===== src/rtl/wshb_if.sv =====
// Wishbone bundle shared by the display reader, the frame writer and the SDRAM port.
// master drives the request side; slave returns ack and read data.
interface wshb_if;
    logic [31:0] adr;
    logic [15:0] dat_ms;
    logic [15:0] dat_sm;
    logic [1:0]  sel;
    logic        we;
    logic        stb;
    logic        cyc;
    logic [2:0]  cti;
    logic [1:0]  bte;
    logic        ack;

    modport master (
        output adr, dat_ms, sel, we, stb, cyc, cti, bte,
        input  dat_sm, ack
    );

    modport slave (
        input  adr, dat_ms, sel, we, stb, cyc, cti, bte,
        output dat_sm, ack
    );
endinterface


===== src/rtl/wshb_arbiter.sv =====
// Two-master Wishbone arbiter in front of the SDRAM controller, with a beat-limited grant.
// Define ARB_PRIO_EN for fixed m0 priority (m0 never preempted); default is round-robin.
module wshb_arbiter #(
    parameter int MAX_GRANT = 64
) (
    input  logic   clk,
    input  logic   rst,
    wshb_if.slave  wshb_if_m0,
    wshb_if.slave  wshb_if_m1,
    wshb_if.master wshb_if_s
);
    localparam int BW = $clog2(MAX_GRANT + 1);

    if (MAX_GRANT < 1) begin : g_bad_max_grant
        $error("wshb_arbiter: MAX_GRANT must be at least 1");
    end

    typedef enum logic [1:0] {
        IDLE   = 2'd0,
        GRANT0 = 2'd1,
        GRANT1 = 2'd2
    } state_t;

    state_t        state_reg;
    logic [BW-1:0] beat_reg;
    logic [BW-1:0] beat_next;
    logic          cyc0;
    logic          cyc1;
    logic          beat_sat;
    logic          limit_hit;
    logic          pick0;
    logic          preempt0;
    logic          grant0;
    logic          grant1;

    assign cyc0      = wshb_if_m0.cyc;
    assign cyc1      = wshb_if_m1.cyc;
    assign beat_sat  = (beat_reg == BW'(MAX_GRANT));
    // An ack in this state completes beat MAX_GRANT (or later, once saturated).
    assign limit_hit = beat_sat || (beat_reg == BW'(MAX_GRANT - 1));
    assign beat_next = beat_sat ? beat_reg : beat_reg + 1'b1;

`ifdef ARB_PRIO_EN
    assign pick0    = 1'b1;
    assign preempt0 = 1'b0;
`else
    logic last_reg;

    // Most recently served master; only consulted in IDLE, so following the
    // grant state is the same as updating on each grant entry.
    always_ff @(posedge clk) begin
        if (rst) begin
            last_reg <= 1'b1;
        end else if (state_reg == GRANT0) begin
            last_reg <= 1'b0;
        end else if (state_reg == GRANT1) begin
            last_reg <= 1'b1;
        end
    end

    assign pick0    = last_reg;
    assign preempt0 = 1'b1;
`endif

    always_ff @(posedge clk) begin
        if (rst) begin
            state_reg <= IDLE;
            beat_reg  <= '0;
        end else begin
            case (state_reg)
                IDLE: begin
                    beat_reg <= '0;
                    if (cyc0 && (!cyc1 || pick0)) begin
                        state_reg <= GRANT0;
                    end else if (cyc1) begin
                        state_reg <= GRANT1;
                    end
                end
                GRANT0: begin
                    if (!cyc0) begin
                        state_reg <= cyc1 ? GRANT1 : IDLE;
                        beat_reg  <= '0;
                    end else if (wshb_if_s.ack) begin
                        // Handover only on an ack edge, so a beat is never split.
                        if (preempt0 && limit_hit && cyc1) begin
                            state_reg <= GRANT1;
                            beat_reg  <= '0;
                        end else begin
                            beat_reg <= beat_next;
                        end
                    end
                end
                GRANT1: begin
                    if (!cyc1) begin
                        state_reg <= cyc0 ? GRANT0 : IDLE;
                        beat_reg  <= '0;
                    end else if (wshb_if_s.ack) begin
                        if (limit_hit && cyc0) begin
                            state_reg <= GRANT0;
                            beat_reg  <= '0;
                        end else begin
                            beat_reg <= beat_next;
                        end
                    end
                end
                default: begin
                    state_reg <= IDLE;
                    beat_reg  <= '0;
                end
            endcase
        end
    end

    // Reset gates the routing so nothing leaks through during the reset cycle.
    assign grant0 = (state_reg == GRANT0) && !rst;
    assign grant1 = (state_reg == GRANT1) && !rst;

    always_comb begin
        wshb_if_s.adr    = '0;
        wshb_if_s.dat_ms = '0;
        wshb_if_s.sel    = '0;
        wshb_if_s.we     = 1'b0;
        wshb_if_s.stb    = 1'b0;
        wshb_if_s.cyc    = 1'b0;
        wshb_if_s.cti    = '0;
        wshb_if_s.bte    = '0;
        if (grant0) begin
            wshb_if_s.adr    = wshb_if_m0.adr;
            wshb_if_s.dat_ms = wshb_if_m0.dat_ms;
            wshb_if_s.sel    = wshb_if_m0.sel;
            wshb_if_s.we     = wshb_if_m0.we;
            wshb_if_s.stb    = wshb_if_m0.stb;
            wshb_if_s.cyc    = wshb_if_m0.cyc;
            wshb_if_s.cti    = wshb_if_m0.cti;
            wshb_if_s.bte    = wshb_if_m0.bte;
        end else if (grant1) begin
            wshb_if_s.adr    = wshb_if_m1.adr;
            wshb_if_s.dat_ms = wshb_if_m1.dat_ms;
            wshb_if_s.sel    = wshb_if_m1.sel;
            wshb_if_s.we     = wshb_if_m1.we;
            wshb_if_s.stb    = wshb_if_m1.stb;
            wshb_if_s.cyc    = wshb_if_m1.cyc;
            wshb_if_s.cti    = wshb_if_m1.cti;
            wshb_if_s.bte    = wshb_if_m1.bte;
        end
    end

    assign wshb_if_m0.ack    = grant0 && wshb_if_s.ack;
    assign wshb_if_m1.ack    = grant1 && wshb_if_s.ack;
    assign wshb_if_m0.dat_sm = wshb_if_s.dat_sm;
    assign wshb_if_m1.dat_sm = wshb_if_s.dat_sm;
endmodule

===== src/flat_wrapper.sv =====
// flat-port wrapper written by rule: the top's interface ports become plain ports
module wshb_arbiter_flat 
#(
    parameter int MAX_GRANT = 64
)
  (clk, rst, wshb_if_m0_adr, wshb_if_m0_dat_ms, wshb_if_m0_sel, wshb_if_m0_we, wshb_if_m0_stb, wshb_if_m0_cyc, wshb_if_m0_cti, wshb_if_m0_bte, wshb_if_m0_dat_sm, wshb_if_m0_ack, wshb_if_m1_adr, wshb_if_m1_dat_ms, wshb_if_m1_sel, wshb_if_m1_we, wshb_if_m1_stb, wshb_if_m1_cyc, wshb_if_m1_cti, wshb_if_m1_bte, wshb_if_m1_dat_sm, wshb_if_m1_ack, wshb_if_s_adr, wshb_if_s_dat_ms, wshb_if_s_sel, wshb_if_s_we, wshb_if_s_stb, wshb_if_s_cyc, wshb_if_s_cti, wshb_if_s_bte, wshb_if_s_dat_sm, wshb_if_s_ack);
  wshb_if wshb_if_m0_i ();
  wshb_if wshb_if_m1_i ();
  wshb_if wshb_if_s_i ();
  input  logic clk;
  input  logic rst;
  input wire logic [$bits(wshb_if_m0_i.adr)-1:0] wshb_if_m0_adr;
  input wire logic [$bits(wshb_if_m0_i.dat_ms)-1:0] wshb_if_m0_dat_ms;
  input wire logic [$bits(wshb_if_m0_i.sel)-1:0] wshb_if_m0_sel;
  input wire logic [$bits(wshb_if_m0_i.we)-1:0] wshb_if_m0_we;
  input wire logic [$bits(wshb_if_m0_i.stb)-1:0] wshb_if_m0_stb;
  input wire logic [$bits(wshb_if_m0_i.cyc)-1:0] wshb_if_m0_cyc;
  input wire logic [$bits(wshb_if_m0_i.cti)-1:0] wshb_if_m0_cti;
  input wire logic [$bits(wshb_if_m0_i.bte)-1:0] wshb_if_m0_bte;
  output wire logic [$bits(wshb_if_m0_i.dat_sm)-1:0] wshb_if_m0_dat_sm;
  output wire logic [$bits(wshb_if_m0_i.ack)-1:0] wshb_if_m0_ack;
  input wire logic [$bits(wshb_if_m1_i.adr)-1:0] wshb_if_m1_adr;
  input wire logic [$bits(wshb_if_m1_i.dat_ms)-1:0] wshb_if_m1_dat_ms;
  input wire logic [$bits(wshb_if_m1_i.sel)-1:0] wshb_if_m1_sel;
  input wire logic [$bits(wshb_if_m1_i.we)-1:0] wshb_if_m1_we;
  input wire logic [$bits(wshb_if_m1_i.stb)-1:0] wshb_if_m1_stb;
  input wire logic [$bits(wshb_if_m1_i.cyc)-1:0] wshb_if_m1_cyc;
  input wire logic [$bits(wshb_if_m1_i.cti)-1:0] wshb_if_m1_cti;
  input wire logic [$bits(wshb_if_m1_i.bte)-1:0] wshb_if_m1_bte;
  output wire logic [$bits(wshb_if_m1_i.dat_sm)-1:0] wshb_if_m1_dat_sm;
  output wire logic [$bits(wshb_if_m1_i.ack)-1:0] wshb_if_m1_ack;
  output wire logic [$bits(wshb_if_s_i.adr)-1:0] wshb_if_s_adr;
  output wire logic [$bits(wshb_if_s_i.dat_ms)-1:0] wshb_if_s_dat_ms;
  output wire logic [$bits(wshb_if_s_i.sel)-1:0] wshb_if_s_sel;
  output wire logic [$bits(wshb_if_s_i.we)-1:0] wshb_if_s_we;
  output wire logic [$bits(wshb_if_s_i.stb)-1:0] wshb_if_s_stb;
  output wire logic [$bits(wshb_if_s_i.cyc)-1:0] wshb_if_s_cyc;
  output wire logic [$bits(wshb_if_s_i.cti)-1:0] wshb_if_s_cti;
  output wire logic [$bits(wshb_if_s_i.bte)-1:0] wshb_if_s_bte;
  input wire logic [$bits(wshb_if_s_i.dat_sm)-1:0] wshb_if_s_dat_sm;
  input wire logic [$bits(wshb_if_s_i.ack)-1:0] wshb_if_s_ack;
  assign wshb_if_m0_i.adr = wshb_if_m0_adr;
  assign wshb_if_m0_i.dat_ms = wshb_if_m0_dat_ms;
  assign wshb_if_m0_i.sel = wshb_if_m0_sel;
  assign wshb_if_m0_i.we = wshb_if_m0_we;
  assign wshb_if_m0_i.stb = wshb_if_m0_stb;
  assign wshb_if_m0_i.cyc = wshb_if_m0_cyc;
  assign wshb_if_m0_i.cti = wshb_if_m0_cti;
  assign wshb_if_m0_i.bte = wshb_if_m0_bte;
  assign wshb_if_m0_dat_sm = wshb_if_m0_i.dat_sm;
  assign wshb_if_m0_ack = wshb_if_m0_i.ack;
  assign wshb_if_m1_i.adr = wshb_if_m1_adr;
  assign wshb_if_m1_i.dat_ms = wshb_if_m1_dat_ms;
  assign wshb_if_m1_i.sel = wshb_if_m1_sel;
  assign wshb_if_m1_i.we = wshb_if_m1_we;
  assign wshb_if_m1_i.stb = wshb_if_m1_stb;
  assign wshb_if_m1_i.cyc = wshb_if_m1_cyc;
  assign wshb_if_m1_i.cti = wshb_if_m1_cti;
  assign wshb_if_m1_i.bte = wshb_if_m1_bte;
  assign wshb_if_m1_dat_sm = wshb_if_m1_i.dat_sm;
  assign wshb_if_m1_ack = wshb_if_m1_i.ack;
  assign wshb_if_s_adr = wshb_if_s_i.adr;
  assign wshb_if_s_dat_ms = wshb_if_s_i.dat_ms;
  assign wshb_if_s_sel = wshb_if_s_i.sel;
  assign wshb_if_s_we = wshb_if_s_i.we;
  assign wshb_if_s_stb = wshb_if_s_i.stb;
  assign wshb_if_s_cyc = wshb_if_s_i.cyc;
  assign wshb_if_s_cti = wshb_if_s_i.cti;
  assign wshb_if_s_bte = wshb_if_s_i.bte;
  assign wshb_if_s_i.dat_sm = wshb_if_s_dat_sm;
  assign wshb_if_s_i.ack = wshb_if_s_ack;
  wshb_arbiter #(.MAX_GRANT(MAX_GRANT)) u_core (.clk(clk), .rst(rst), .wshb_if_m0(wshb_if_m0_i), .wshb_if_m1(wshb_if_m1_i), .wshb_if_s(wshb_if_s_i));
endmodule

===== config.mk =====
export PLATFORM = sky130hd
export DESIGN_NAME = wshb_arbiter_flat
export DESIGN_NICKNAME = d
export VERILOG_FILES = /design/src/rtl/wshb_if.sv /design/src/rtl/wshb_arbiter.sv /design/src/flat_wrapper.sv
export SDC_FILE = /design/constraint.sdc
export NUM_CORES = 1
export LEC_CHECK = 0
export BUFFER_PORTS_ARGS = -buffer_cell sky130_fd_sc_hd__buf_4
export CELL_PAD_IN_SITES_DETAIL_PLACEMENT = 2
export CELL_PAD_IN_SITES_GLOBAL_PLACEMENT = 2
export CORE_MARGIN = 4
export CORE_UTILIZATION = 13
export CTS_CLUSTER_DIAMETER = 40
export DETAILED_ROUTE_END_ITERATION = 8
export PLACE_DENSITY_LB_ADDON = 0.3
export SLEW_MARGIN = 25
export SYNTH_ARGS = -nofsm -noshare
export SYNTH_HDL_FRONTEND = slang
export SYNTH_SLANG_ARGS = --single-unit
export TNS_END_PERCENT = 10

===== constraint.sdc =====
create_clock -name clk -period 2.3 [get_ports clk]
set_input_delay 0.345 -clock clk [delete_from_list [all_inputs] [get_ports clk]]
set_output_delay 0.345 -clock clk [all_outputs]
set_load 0.005 [all_outputs]

# ---- After elaboration in Yosys (flattened, before gate mapping)
# Cells that the tools add are included.
dict set report op_classes {
  addsub 1
  n_eq_ne 9
  n_mux 37
  reduce_logical 15
}
# op n
set op_table {}
lappend op_table {{$mux W32} 2}
lappend op_table {{$mux W7} 7}
lappend op_table {{$mux W16} 2}
lappend op_table {{$mux W2} 13}
lappend op_table {{$pmux W7 S2} 1}
lappend op_table {{$mux W1} 9}
lappend op_table {{$ne A3 B2 Y1 const B} 3}
lappend op_table {{$add A7 B1 Y7 const B} 1}
lappend op_table {{$eq A7 B6 Y1 const B} 1}
lappend op_table {{$eq A7 B7 Y1 const B} 1}
lappend op_table {{$logic_and A1 B1 Y1} 7}
lappend op_table {{$mux W3} 2}
lappend op_table {{$ne A3 B3 Y1 const B} 2}
lappend op_table {{$pmux W2 S3} 1}
lappend op_table {{$reduce_and A5 Y1} 1}
lappend op_table {{$eq A2 B1 Y1 const B} 1}
lappend op_table {{$eq A2 B2 Y1 const B} 1}
lappend op_table {{$logic_not A1 Y1} 2}
lappend op_table {{$logic_not A2 Y1} 1}
lappend op_table {{$logic_or A1 B1 Y1} 2}
lappend op_table {{$reduce_and A2 Y1} 1}
lappend op_table {{$reduce_bool A2 Y1} 1}
dict set report totals {
  reg_bits 10
  out_inout_bits 92
}

# ---- Longest topological paths before layout
dict set report logic_depth {
  ltp_word 7
  ltp_mapped 7
  mapped_depth_nobuf 7
}

# ---- Worst setup path after synthesis
# Ideal clock, no wire load.
dict set report synth_timing {
  path_kind {register to output}
  from {register u_core.state_reg[1]}
  to {output wshb_if_s_adr[20]}
  arrival_ns 1.494
  t_required_ns 1.955
  path_slack_ns 0.461
  stages_incl_launch_ff 7
  n_path_buf 2
  path_cell_list {dfxtp_1 inv_1 ha_1 nor3b_1 buf_2 buf_2 a22o_1}
}
dict set report synth_via {
  elab_chain_len 4
  word_cells_on_any_way 6
}
# element line_no
set synth_lines {}
lappend synth_lines {{start, declared} wshb_arbiter.sv:24} ;# state_t state_reg;
lappend synth_lines {{start signal, assigned} wshb_arbiter.sv:81} ;# state_reg <= cyc1 ? GRANT1 : IDLE;
lappend synth_lines {{start signal, assigned} wshb_arbiter.sv:95} ;# state_reg <= cyc0 ? GRANT0 : IDLE;
lappend synth_lines {{$eq A2 B2 Y1} wshb_arbiter.sv:116} ;# assign grant1 = (state_reg == GRANT1) && !rst;
lappend synth_lines {{$logic_and A1 B1 Y1} wshb_arbiter.sv:116}
lappend synth_lines {{$mux W32} wshb_arbiter.sv:136} ;# end else if (grant1) begin
lappend synth_lines {{$mux W32 *} wshb_arbiter.sv:127} ;# if (grant0) begin
lappend synth_lines {{end, declared} flat_wrapper.sv:32} ;# output wire logic [$bits(wshb_if_s_i.adr)-1:0] wshb_if_s_adr;
# Every way passes the cells marked *; elsewhere a longest branch is shown, timed or not.

# ---- Worst setup path in the final report
dict set report layout_timing {
  from {register u_core.state_reg[1]}
  to {output wshb_if_s_dat_ms[15]}
}
dict set report layout_via {
  elab_chain_len 4
  word_cells_on_any_way 6
}
# element line_no
set layout_lines {}
lappend layout_lines {{$eq A2 B2 Y1} wshb_arbiter.sv:116}
lappend layout_lines {{$logic_and A1 B1 Y1} wshb_arbiter.sv:116}
lappend layout_lines {{$mux W16} wshb_arbiter.sv:136}
lappend layout_lines {{$mux W16 *} wshb_arbiter.sv:127}
lappend layout_lines {{end, declared} flat_wrapper.sv:33} ;# output wire logic [$bits(wshb_if_s_i.dat_ms)-1:0] wshb_if_s_dat_ms;
# Marks and branches as above.

==> key figures <==
Timing
  • Final Hold Vio Count: 0
  • Unrepaired setup endpoints after global routing: no
  • Final Critical Period: 2.18 ns
  • Total of endpoints with negative setup slack in the final report: 0
  • Final number of max-transition violations: 0
  • Share of the cycle needed by the critical path after routing: 94.7%
  • Total Negative Setup Slacks: 0 ns
  • Min setup slack post-route: 0.123 ns
  • Achievable frequency: 459 MHz
  • Clock skew: 0.00424 ns
  • Headroom to the max-slew limit: 72.2%
  • Worst Tran Pin Value: 0.416 ns

Route
  • Iteration-0 DRC Markers: 62
  • Number of detailed-route iterations in the first pass: 4
  • Drt wl/cell: 20.6 um
  • Via count normalized by instance count: 4.42
  • Remaining antenna violation count after routing: 0
  • Total number of vias: 2094
  • Number of remaining DRC errors: 0
  • Total Wirelength: 9790 um

Die
  • Number of I/O pins: 227
  • Core Box Area: 11600 sq um
  • Die width: 118 um
  • Die height: 118 um
  • Initial standard-cell utilization of the core: 13.5%
  • Die footprint: 13800 sq um
  • Number of cell rows: 39

Synth
  • Register bit total from synthesis: 10
  • Most common cell in the netlist: sky130_fd_sc_hd__a22o_1
  • Distinct cell type count of the synthesized netlist: 39
  • Leading register cell type out of synthesis: sky130_fd_sc_hd__dfxtp_1
  • Post-synthesis sequential area ratio: 12.8%
  • Cell type contributing the most total cell area after synthesis: sky130_fd_sc_hd__a22o_1
  • Most common library cells after synthesis: sky130_fd_sc_hd__a22o_1 (61), sky130_fd_sc_hd__buf_4 (32), sky130_fd_sc_hd__dfxtp_1 (10)
  • Post-synthesis cell count: 189
  • Main area contributors after synthesis: sky130_fd_sc_hd__a22o_1 (34%), sky130_fd_sc_hd__buf_4 (15%), sky130_fd_sc_hd__dfxtp_1 (13%)
  • Synthesized net count: 330
  • Warning count from the yosys run: 0
  • Portion of synthesized cell area occupied by the leading cell type: 34.2%
  • Number of flops mapped to enable cells by yosys: 0
  • Ys async rst share: 0%
  • Area of the mapped netlist: 1560 sq um
  • Syn_area_per_cell: 8.26 sq um

Clocking
  • Total clock sinks: 10
  • Latest clock arrival within the worst-skew pair: 0.24 ns
  • Inserted Clock Buffers: 3
  • Clock-pin slew reported for the worst setup and hold paths after clock tree synthesis: 0.05 ns
  • Hold Buf Count CTS: 0
  • CTS tree: built
  • Clock buffer depth: 2
  • Total number of H-tree levels: 1
  • Clock root buffer master: sky130_fd_sc_hd__clkbuf_16

Placement
  • Place WS: 0.293 ns
  • Total placed cells including tap cells: 467
  • Count of buffers from port buffering: 178
  • Detailed placer's ending HPWL: 7960 um
  • Global placer's final weighted congestion: 0.809

Critical path
  • Class of the most critical setup path: reg2out
  • Category of the worst setup path capture point: output pin
  • Required time reported for the critical path endpoint: 1.96 ns
  • Element type at the critical path start: flop
  • Reg2reg setup slack: 0.34 ns
  • Endpoint arrival time on the critical path: 1.83 ns
  • Maximum fanout along the worst path: 28

Flow run
  • # Max-Cap Violations: 0

Final layout
  • Post-route insts no fill: 474
  • Flip-flop count of the largest register, all copies and words added: 7
  • Count of fill cells added during filler insertion: 1344
  • Fraction of final layout cells sized beyond drive strength 1: 60.4%
  • Layout area overhead: 90.6%
  • Final #Nets: 473
  • Ant diodes: 0

Global routing
  • Initial antenna violation count: 0
  • Congestion Overflow GR: 0
  • Number of global-route vias before repair: 2318
  • Global-route wire length before repair: 13800 um
  • Maximum number of pins on one net before global-route repair: 58
  • GRT Util Overall: 12.6%

Run status
  • Run status: finished, final reports clean

Pwr
  • Overall power after layout: 0.00199 W
  • P_leak: 1.48 nW
  • Worst-case vdd ir drop: 0.192 mV
  • Power density of the placed cells: 669 nW/um^2

Min path
  • Type of the most critical hold path: in2reg
==> worst max-delay path: stages, from the launching register on <==
cell                      delay, ns
sky130_fd_sc_hd__dfxtp_1       0.38
sky130_fd_sc_hd__inv_1         0.08
sky130_fd_sc_hd__ha_1          0.29
sky130_fd_sc_hd__nor3b_4       0.19
sky130_fd_sc_hd__buf_4         0.18
sky130_fd_sc_hd__buf_12        0.19
sky130_fd_sc_hd__a22o_1        0.16
sky130_fd_sc_hd__buf_4         0.11
==> power by group <==
| part | leakage (nW) | switching [W] | internal (W) |
|---|---|---|---|
| clock | 0.0442 | 0.0000971 | 0.000263 |
| sequential | 0.0810 | 0.0000220 | 0.000196 |
| combinational | 1.36 | 0.000631 | 0.000781 |
==> repair_timing <==
action	CTS	global route
endpoints found under the setup margin	0	30
buffers inserted	0	1
gates resized for setup	0	5
==> per-stage QoR <==
| step | area (sq um) | utilization [%] | hold WS, ns |
|---|---|---|---|
| after floorplan | 1560 | - | 0.452 |
| final | 2980 | 25.7 | 0.453 |
| after global placement | 2840 | 24.5 | 0.479 |
| after detailed placement | 2840 | 24.5 | 0.480 |
| after CTS | 2920 | 25.3 | 0.436 |
| after global routing | 2980 | 25.7 | 0.478 |
==> path summary, 6_finish.rpt <==
| check | from | to | cells after the start |
|---|---|---|---|
| worst min-delay path | rst | u_core.beat_reg[4]$_SDFFE_PP0P_ | 2 |
| worst max register to register | u_core.state_reg[1]$_SDFFE_PP0P_ | u_core.state_reg[1]$_SDFFE_PP0P_ | 7 |
| worst min register to register | u_core.last_reg$_SDFFE_PP1P_ | u_core.last_reg$_SDFFE_PP1P_ | 2 |
| worst max-delay path | u_core.state_reg[1]$_SDFFE_PP0P_ | wshb_if_s_dat_ms[15] | 7 |
==> metal layers <==
| metal | global-route usage, % | share of wire, % | vias to the layer above |
|---|---|---|---|
| met5 | 0 | 0 | - |
| met4 | 1.39 | 0.41 | 0 |
| met3 | 4.04 | 7.0 | 2 |
| met2 | 25.5 | 55 | 98 |
| met1 | 12.7 | 37 | 1011 |
| li1 | - | - | 983 |
==> layout make-up <==
| class | count | area (sq um) | area share (%) |
|---|---|---|---|
| Clock buffer | 4 | 88.8 | 2.98 |
| Sequential cell | 10 | 200 | 6.73 |
| Timing Repair Buffer | 184 | 1430 | 48.0 |
| Multi-Input combinational cell | 127 | 1060 | 35.6 |
| Tap cell | 143 | 179 | 6.01 |
| Inverter | 6 | 22.5 | 0.757 |
==> cell families (layout without fill, tap and decap cells) <==
logic type               after synthesis  count (layout)  share of synthesized area, %
AO/OA/AOI/OAI                         80              80                          44.1
adder cells (fa/ha/maj)                6               6                          4.81
buffers and inverters                 52             194                          20.8
flip-flops                            10              10                          12.8
multiplexers                           3               3                          2.00
AND/OR/NAND/NOR                       38              38                          15.5
==> placed cells by master, fill, tap and decap left out, types with 2 or more instances in the layout <==
cell type	netlist	routed
sky130_fd_sc_hd__a21oi_1	3	3
sky130_fd_sc_hd__a22o_1	61	61
sky130_fd_sc_hd__a31oi_1	4	4
sky130_fd_sc_hd__and2_1	2	2
sky130_fd_sc_hd__and3_1	3	3
sky130_fd_sc_hd__and3b_1	2	2
sky130_fd_sc_hd__buf_12	0	2
sky130_fd_sc_hd__buf_4	32	180
sky130_fd_sc_hd__clkbuf_16	0	4
sky130_fd_sc_hd__dfxtp_1	10	10
sky130_fd_sc_hd__ha_1	6	5
sky130_fd_sc_hd__inv_1	5	5
sky130_fd_sc_hd__mux2i_1	2	2
sky130_fd_sc_hd__nand2_1	5	5
sky130_fd_sc_hd__nand2b_1	4	4
sky130_fd_sc_hd__nand3_1	3	3
sky130_fd_sc_hd__nand4_1	2	2
sky130_fd_sc_hd__nor2_1	3	2
sky130_fd_sc_hd__nor2b_1	2	2
sky130_fd_sc_hd__nor3_1	2	2
sky130_fd_sc_hd__nor3_2	2	2
sky130_fd_sc_hd__o21ai_0	3	3
sky130_fd_sc_hd__o31ai_1	3	3
Power figures use the tool's default switching activity.
